<file path="src/rtl/bp_fe_fetch_buffer_if.sv">
// Handshake and data bundle between the PC generator, the fetch buffer and the FE-queue packer.
// The slave modport is the buffer's view; the master modport is the surrounding fetch logic.
interface bp_fe_fetch_buffer_if #(
    parameter int vaddr_width_p    = 39,
    parameter int instr_width_p    = 32,
    parameter int metadata_width_p = 36,
    parameter int els_p            = 4
);
    localparam int count_width_lp = $clog2(els_p + 1);

    logic                        enq_v_i;
    logic                        enq_ready_o;
    logic [vaddr_width_p-1:0]    enq_pc_i;
    logic [instr_width_p-1:0]    enq_instr_i;
    logic [metadata_width_p-1:0] enq_metadata_i;
    logic                        enq_exc_i;
    logic                        flush_i;
    logic                        deq_v_o;
    logic                        deq_yumi_i;
    logic [vaddr_width_p-1:0]    deq_pc_o;
    logic [instr_width_p-1:0]    deq_instr_o;
    logic [metadata_width_p-1:0] deq_metadata_o;
    logic                        deq_exc_o;
    logic [count_width_lp-1:0]   count_o;
    logic                        exc_hold_o;

    modport slave (
        input  enq_v_i, enq_pc_i, enq_instr_i, enq_metadata_i, enq_exc_i,
        input  flush_i, deq_yumi_i,
        output enq_ready_o, deq_v_o, deq_pc_o, deq_instr_o, deq_metadata_o,
        output deq_exc_o, count_o, exc_hold_o
    );

    modport master (
        output enq_v_i, enq_pc_i, enq_instr_i, enq_metadata_i, enq_exc_i,
        output flush_i, deq_yumi_i,
        input  enq_ready_o, deq_v_o, deq_pc_o, deq_instr_o, deq_metadata_o,
        input  deq_exc_o, count_o, exc_hold_o
    );
endinterface

</file>
<file path="src/rtl/bp_fe_fetch_buffer.sv">
// Flushable in-order fetch buffer: stores {pc, instr, metadata, exc} per fetch and stops
// accepting new fetches after a faulting one until that entry has been consumed.
module bp_fe_fetch_buffer #(
    parameter int vaddr_width_p    = 39,
    parameter int instr_width_p    = 32,
    parameter int metadata_width_p = 36,
    parameter int els_p            = 4
) (
    input  logic                  clk_i,
    input  logic                  reset_n_i,
    bp_fe_fetch_buffer_if.slave   io
);
    localparam int PTR_W   = $clog2(els_p);
    localparam int CNT_W   = $clog2(els_p + 1);
    localparam int ENTRY_W = vaddr_width_p + instr_width_p + metadata_width_p + 1;

    // Field offsets inside a packed entry: exc is the LSB, pc the top field
    localparam int META_LO  = 1;
    localparam int INSTR_LO = META_LO + metadata_width_p;
    localparam int PC_LO    = INSTR_LO + instr_width_p;

    localparam logic [0:0] ST_RUN  = 1'b0;
    localparam logic [0:0] ST_HOLD = 1'b1;

    logic [PTR_W-1:0]  r_wptr;
    logic [PTR_W-1:0]  r_rptr;
    logic [CNT_W-1:0]  r_count;
    logic [0:0]        r_state;

    logic [PTR_W-1:0]  w_wptr_next;
    logic [PTR_W-1:0]  w_rptr_next;
    logic [CNT_W-1:0]  w_count_next;
    logic [0:0]        w_state_next;

    logic              w_full;
    logic              w_empty;
    logic              w_enq_ready;
    logic              w_deq_v;
    logic              w_enq_fire;
    logic              w_deq_fire;
    logic [ENTRY_W-1:0] w_enq_entry;
    logic [ENTRY_W-1:0] w_head;
    logic [els_p-1:0][ENTRY_W-1:0] w_entries;

    // Ready/valid come only from registered state so neither loops back through the flush/yumi inputs
    assign w_full      = (r_count == CNT_W'(els_p));
    assign w_empty     = (r_count == '0);
    assign w_enq_ready = ~w_full & (r_state == ST_RUN);
    assign w_deq_v     = ~w_empty;
    assign w_enq_fire  = io.enq_v_i & w_enq_ready & ~io.flush_i;
    assign w_deq_fire  = io.deq_yumi_i & w_deq_v & ~io.flush_i;

    assign w_enq_entry = {io.enq_pc_i, io.enq_instr_i, io.enq_metadata_i, io.enq_exc_i};

    genvar gi;
    generate
        for (gi = 0; gi < els_p; gi++) begin : g_entry
            logic [ENTRY_W-1:0] r_entry;

            always_ff @(posedge clk_i) begin
                if (w_enq_fire && (r_wptr == PTR_W'(gi))) begin
                    r_entry <= w_enq_entry;
                end
            end

            assign w_entries[gi] = r_entry;
        end
    endgenerate

    assign w_head = w_entries[r_rptr];

    always_comb begin
        w_wptr_next  = r_wptr + PTR_W'(w_enq_fire);
        w_rptr_next  = r_rptr + PTR_W'(w_deq_fire);
        w_count_next = r_count + CNT_W'(w_enq_fire) - CNT_W'(w_deq_fire);
        w_state_next = r_state;
        if (r_state == ST_RUN) begin
            if (w_enq_fire && io.enq_exc_i) begin
                w_state_next = ST_HOLD;
            end
        end else begin
            // Only the faulting entry leaving the head releases fetch
            if (w_deq_fire && w_head[0]) begin
                w_state_next = ST_RUN;
            end
        end
    end

    always_ff @(posedge clk_i or negedge reset_n_i) begin
        if (!reset_n_i) begin
            r_wptr  <= '0;
            r_rptr  <= '0;
            r_count <= '0;
            r_state <= ST_RUN;
        end else if (io.flush_i) begin
            r_wptr  <= '0;
            r_rptr  <= '0;
            r_count <= '0;
            r_state <= ST_RUN;
        end else begin
            r_wptr  <= w_wptr_next;
            r_rptr  <= w_rptr_next;
            r_count <= w_count_next;
            r_state <= w_state_next;
        end
    end

    assign io.enq_ready_o    = w_enq_ready;
    assign io.deq_v_o        = w_deq_v;
    assign io.deq_pc_o       = w_head[PC_LO +: vaddr_width_p];
    assign io.deq_instr_o    = w_head[INSTR_LO +: instr_width_p];
    assign io.deq_metadata_o = w_head[META_LO +: metadata_width_p];
    assign io.deq_exc_o      = w_head[0];
    assign io.count_o        = r_count;
    assign io.exc_hold_o     = (r_state == ST_HOLD);
endmodule

</file>
<file path="src/flat_wrapper.sv">
// flat-port wrapper written by rule: the top's interface ports become plain ports
module bp_fe_fetch_buffer_flat 
#(
    parameter int vaddr_width_p    = 39,
    parameter int instr_width_p    = 32,
    parameter int metadata_width_p = 36,
    parameter int els_p            = 4
)
  (clk_i, reset_n_i, io_enq_v_i, io_enq_pc_i, io_enq_instr_i, io_enq_metadata_i, io_enq_exc_i, io_flush_i, io_deq_yumi_i, io_enq_ready_o, io_deq_v_o, io_deq_pc_o, io_deq_instr_o, io_deq_metadata_o, io_deq_exc_o, io_count_o, io_exc_hold_o);
  bp_fe_fetch_buffer_if #(.vaddr_width_p(vaddr_width_p), .instr_width_p(instr_width_p), .metadata_width_p(metadata_width_p), .els_p(els_p)) io_i ();
  input  logic clk_i;
  input  logic reset_n_i;
  input wire logic [$bits(io_i.enq_v_i)-1:0] io_enq_v_i;
  input wire logic [$bits(io_i.enq_pc_i)-1:0] io_enq_pc_i;
  input wire logic [$bits(io_i.enq_instr_i)-1:0] io_enq_instr_i;
  input wire logic [$bits(io_i.enq_metadata_i)-1:0] io_enq_metadata_i;
  input wire logic [$bits(io_i.enq_exc_i)-1:0] io_enq_exc_i;
  input wire logic [$bits(io_i.flush_i)-1:0] io_flush_i;
  input wire logic [$bits(io_i.deq_yumi_i)-1:0] io_deq_yumi_i;
  output wire logic [$bits(io_i.enq_ready_o)-1:0] io_enq_ready_o;
  output wire logic [$bits(io_i.deq_v_o)-1:0] io_deq_v_o;
  output wire logic [$bits(io_i.deq_pc_o)-1:0] io_deq_pc_o;
  output wire logic [$bits(io_i.deq_instr_o)-1:0] io_deq_instr_o;
  output wire logic [$bits(io_i.deq_metadata_o)-1:0] io_deq_metadata_o;
  output wire logic [$bits(io_i.deq_exc_o)-1:0] io_deq_exc_o;
  output wire logic [$bits(io_i.count_o)-1:0] io_count_o;
  output wire logic [$bits(io_i.exc_hold_o)-1:0] io_exc_hold_o;
  assign io_i.enq_v_i = io_enq_v_i;
  assign io_i.enq_pc_i = io_enq_pc_i;
  assign io_i.enq_instr_i = io_enq_instr_i;
  assign io_i.enq_metadata_i = io_enq_metadata_i;
  assign io_i.enq_exc_i = io_enq_exc_i;
  assign io_i.flush_i = io_flush_i;
  assign io_i.deq_yumi_i = io_deq_yumi_i;
  assign io_enq_ready_o = io_i.enq_ready_o;
  assign io_deq_v_o = io_i.deq_v_o;
  assign io_deq_pc_o = io_i.deq_pc_o;
  assign io_deq_instr_o = io_i.deq_instr_o;
  assign io_deq_metadata_o = io_i.deq_metadata_o;
  assign io_deq_exc_o = io_i.deq_exc_o;
  assign io_count_o = io_i.count_o;
  assign io_exc_hold_o = io_i.exc_hold_o;
  bp_fe_fetch_buffer #(.vaddr_width_p(vaddr_width_p), .instr_width_p(instr_width_p), .metadata_width_p(metadata_width_p), .els_p(els_p)) u_core (.clk_i(clk_i), .reset_n_i(reset_n_i), .io(io_i));
endmodule
</file>
<file path="config.mk">
export PLATFORM = sky130hd
export DESIGN_NAME = bp_fe_fetch_buffer_flat
export DESIGN_NICKNAME = d
export VERILOG_FILES = /design/src/rtl/bp_fe_fetch_buffer_if.sv /design/src/rtl/bp_fe_fetch_buffer.sv /design/src/flat_wrapper.sv
export SDC_FILE = /design/constraint.sdc
export NUM_CORES = 1
export LEC_CHECK = 0
export ABC_AREA = 1
export BUFFER_PORTS_ARGS = -buffer_cell sky130_fd_sc_hd__buf_2
export CORE_MARGIN = 2
export CORE_UTILIZATION = 45
export DETAILED_ROUTE_END_ITERATION = 6
export SYNTH_ARGS = -nofsm -noshare
export SYNTH_HDL_FRONTEND = slang
export SYNTH_SLANG_ARGS = --single-unit
</file>
<file path="constraint.sdc">
create_clock -name clk_i -period 11.85 [get_ports clk_i]
set_clock_uncertainty 0.1 [all_clocks]
set_input_delay 2.37 -clock clk_i [delete_from_list [all_inputs] [get_ports clk_i]]
set_output_delay 2.37 -clock clk_i [all_outputs]
set_load 0.005 [all_outputs]
</file>
==> results.md <==
* Critical Path AT at 3670 ps
* Critical path's slowest cell: buf_4
* Synth cell count leaders: edfxtp_1 (432), nor2_1 (226), o21ai_0 (212)
* H-tree depth at 2
* Worst path cell trace: buf_4, buf_4, o21ai_0, o22ai_1, buf_2
* Syn avg cell area at 14.9 um^2
* GP Congestion at 0.725
* Final worst slack at 5710 ps
* Yosys reg bits at 440
* Count of input and output buffers at 226
* Total negative slack at 0 ps
* Clk Latency, worst-skew pair at 550 ps
* Filler cells at 3015
* Gr ovfl total at 0
* Path category of the worst min-delay check: reg -> reg
* Final WL at 36400 um
* Number of global-route vias before repair at 9260
* Core Util, Final at 53.2%
* CTS tree: built
* Buffers & Inverters on Critical Path at 3
* Critical Path RT at 9380 ps
* Max clock buf depth at 3
* CTS buffer count at 46
* Core ar. at 0.0363 mm^2
* Final count of hold timing violations at 0
* R2R Path Start: u_core.io.count_o[1]
* Post-CTS Resized at 0
* Async S/R FF share, synth at 1.82%
* Routed Antenna Nets at 0
* Placement Setup Slack at 6240 ps
* CP startpoint kind: register
* Nets at 1443
* Lkg Pwr at 6.78 nW
* Area Overhead vs Synth at 17.3%
* Syn nets at 1226
* Drc violations at 0
* Num rows at 70
* Outcome: complete, no violations
* Worst-Margin Slew at 1010 ps
* Final min period at 6140 ps
* Area share of the largest cell type after synthesis at 78.7%
* Antenna violations before repair at 9
* CP Launch Point: u_core.r_rptr[0]
* F_max at 0.163 GHz
* DP Wirelength at 19700 um
* Hold buffer count at CTS at 0
* Post-Syn Area at 0.0165 mm^2
* CP dominant cell by count: buf_4
* Synth cell types at 26
* Ys flop type: edfxtp_1
* Number of enable flip-flop cells after synthesis at 432
* Max Cap Viol at 0
* Largest net degree at the start of global routing at 140
* VDD IR max at 0.000127 V
* Iter 0 DRT Violations at 676
* Starting Density at 45.4%
* Flop2flop setup slack at 8620 ps
* Final Max Tran Viols at 0
* Seq/Total Area, Yosys at 79.9%
* Top cells by area, synth: edfxtp_1 (79%), o21ai_0 (6.4%), nor2_1 (5.1%)
* Clk pin slew, worst setup/hold paths at 60 ps
* Cells after Synth at 1108
* YS warnings at 0
* First drt pass iteration count at 5
* Clock Tree Root: clkbuf_16
* # clock sinks at 440
* Final Cycle Share at 51.8%
* Global-route wire length before repair at 54400 um
* Worst hold start: u_core.io.exc_hold_o
* Final setup viols at 0
* Die area at 0.0382 mm^2
* Setup Crit Path Kind: reg -> out
* Post-CTS Setup Inserts at 0
* Headroom to the max-slew limit at 32.4%
* Pwr dens at 187 mW/mm^2
* CP max FO at 90
* Drt via density at 5.33
* Die X-Extent at 195 um
* Cell taking the most area after synthesis: edfxtp_1
* CP peak stage delay at 840 ps
* Cell family with most CP delay: buffers and inverters
* Crit. End Element: primary output
* Total track usage at 18.7%
* Share of cells above drive strength 1 at 23.3%
* RSZ-0062 raised after global routing: false
* IO Pins at 227
* DIE HEIGHT at 195 um
* Via count at 9761
* Dominant cell by count in the synthesized netlist: edfxtp_1
* DR WL/cell at 19.8 um
[final timing paths]
check,endpoint,cells after the start
max,io_deq_metadata_o[18],5
min,u_core.io.exc_hold_o,2
max reg2reg,u_core.g_entry[1].r_entry[38],6
min reg2reg,u_core.io.exc_hold_o,2
max in group asynchronous,u_core.r_rptr[0],1
min in group asynchronous,u_core.io.count_o[2],1
[tightest hold or removal path: cells and delay by family (launching register included)]
family | cells | cell delay (ps)
AO/OA/AOI/OAI | 1 | 60
flip-flops | 1 | 390
AND/OR/NAND/NOR | 1 | 90
[cell type report]
class                      instances  area [um^2]  share of cell area [%]
sequential                       440        13200                    68.2
multi-input combinational        577         2820                    14.6
timing repair buffer             240         1240                    6.39
clock buffer                      56         1190                    6.15
tap                              468          586                    3.03
clock inverter                    29          236                    1.22
inverter                          20         83.8                   0.434
antenna                            3         7.51                  0.0388
[power by group]
group	total, W	switching, W	internal (W)	leakage (nW)
Combinational	0.000465	0.000303	0.000162	2.06
Clock	0.00135	0.000569	0.000783	0.701
Sequential	0.00181	0.0000304	0.00178	4.02
Total	0.00362	0.000902	0.00272	6.78
[metal layers]
metal	vias up	part of all wire (%)	GRT usage, %
li1	4612	-	-
met1	4802	45	26.7
met2	284	45	28.2
met3	51	7.3	5.49
met4	12	1.8	4.66
met5	-	0.20	0
[layout by cell type, fill, tap and decap left out, types with 10 or more instances in the layout]
master | netlist | layout
edfxtp_1 | 432 | 432
nand2_1 | 12 | 12
o22ai_1 | 107 | 107
clkbuf_16 | 0 | 46
buf_4 | 2 | 14
inv_1 | 18 | 18
nor2_1 | 226 | 224
clkinv_2 | 0 | 11
clkinv_1 | 0 | 10
buf_2 | 9 | 226
clkbuf_1 | 41 | 10
o21ai_0 | 212 | 212
[cell families (layout without fill, tap and decap cells)]
logic type | Yosys count | in the layout | synth area share (%)
other | 0 | 3 | 0
buffers and inverters | 91 | 345 | 3.17
xor gates and xnor gates | 3 | 3 | 0.159
DFF | 440 | 440 | 79.9
adders and majority gates | 5 | 5 | 0.425
and+or+nand+nor | 244 | 244 | 5.68
AOI/OAI and AO/OA | 325 | 325 | 10.7
[registers in the layout (all words and copies together), names as in the netlist]
signal / flops
u_core.io.count_o: 3
u_core.g_entry.r_entry: 432
u_core.io.exc_hold_o: 1
u_core.r_rptr: 2
u_core.r_wptr: 2
[stage by stage]
step	instance area (um^2)	hold slack, ps	power (W)	cells
6_report	19300	482	0.00362	1833
5_1_grt	19300	513	0.00378	1830
4_1_cts	19300	481	0.00367	1830
3_5_place_dp	17900	466	0.00231	1745
3_3_place_gp	17900	468	0.00231	1745
2_1_floorplan	16500	400	0.00212	1108
Power figures use the tool's default switching activity.
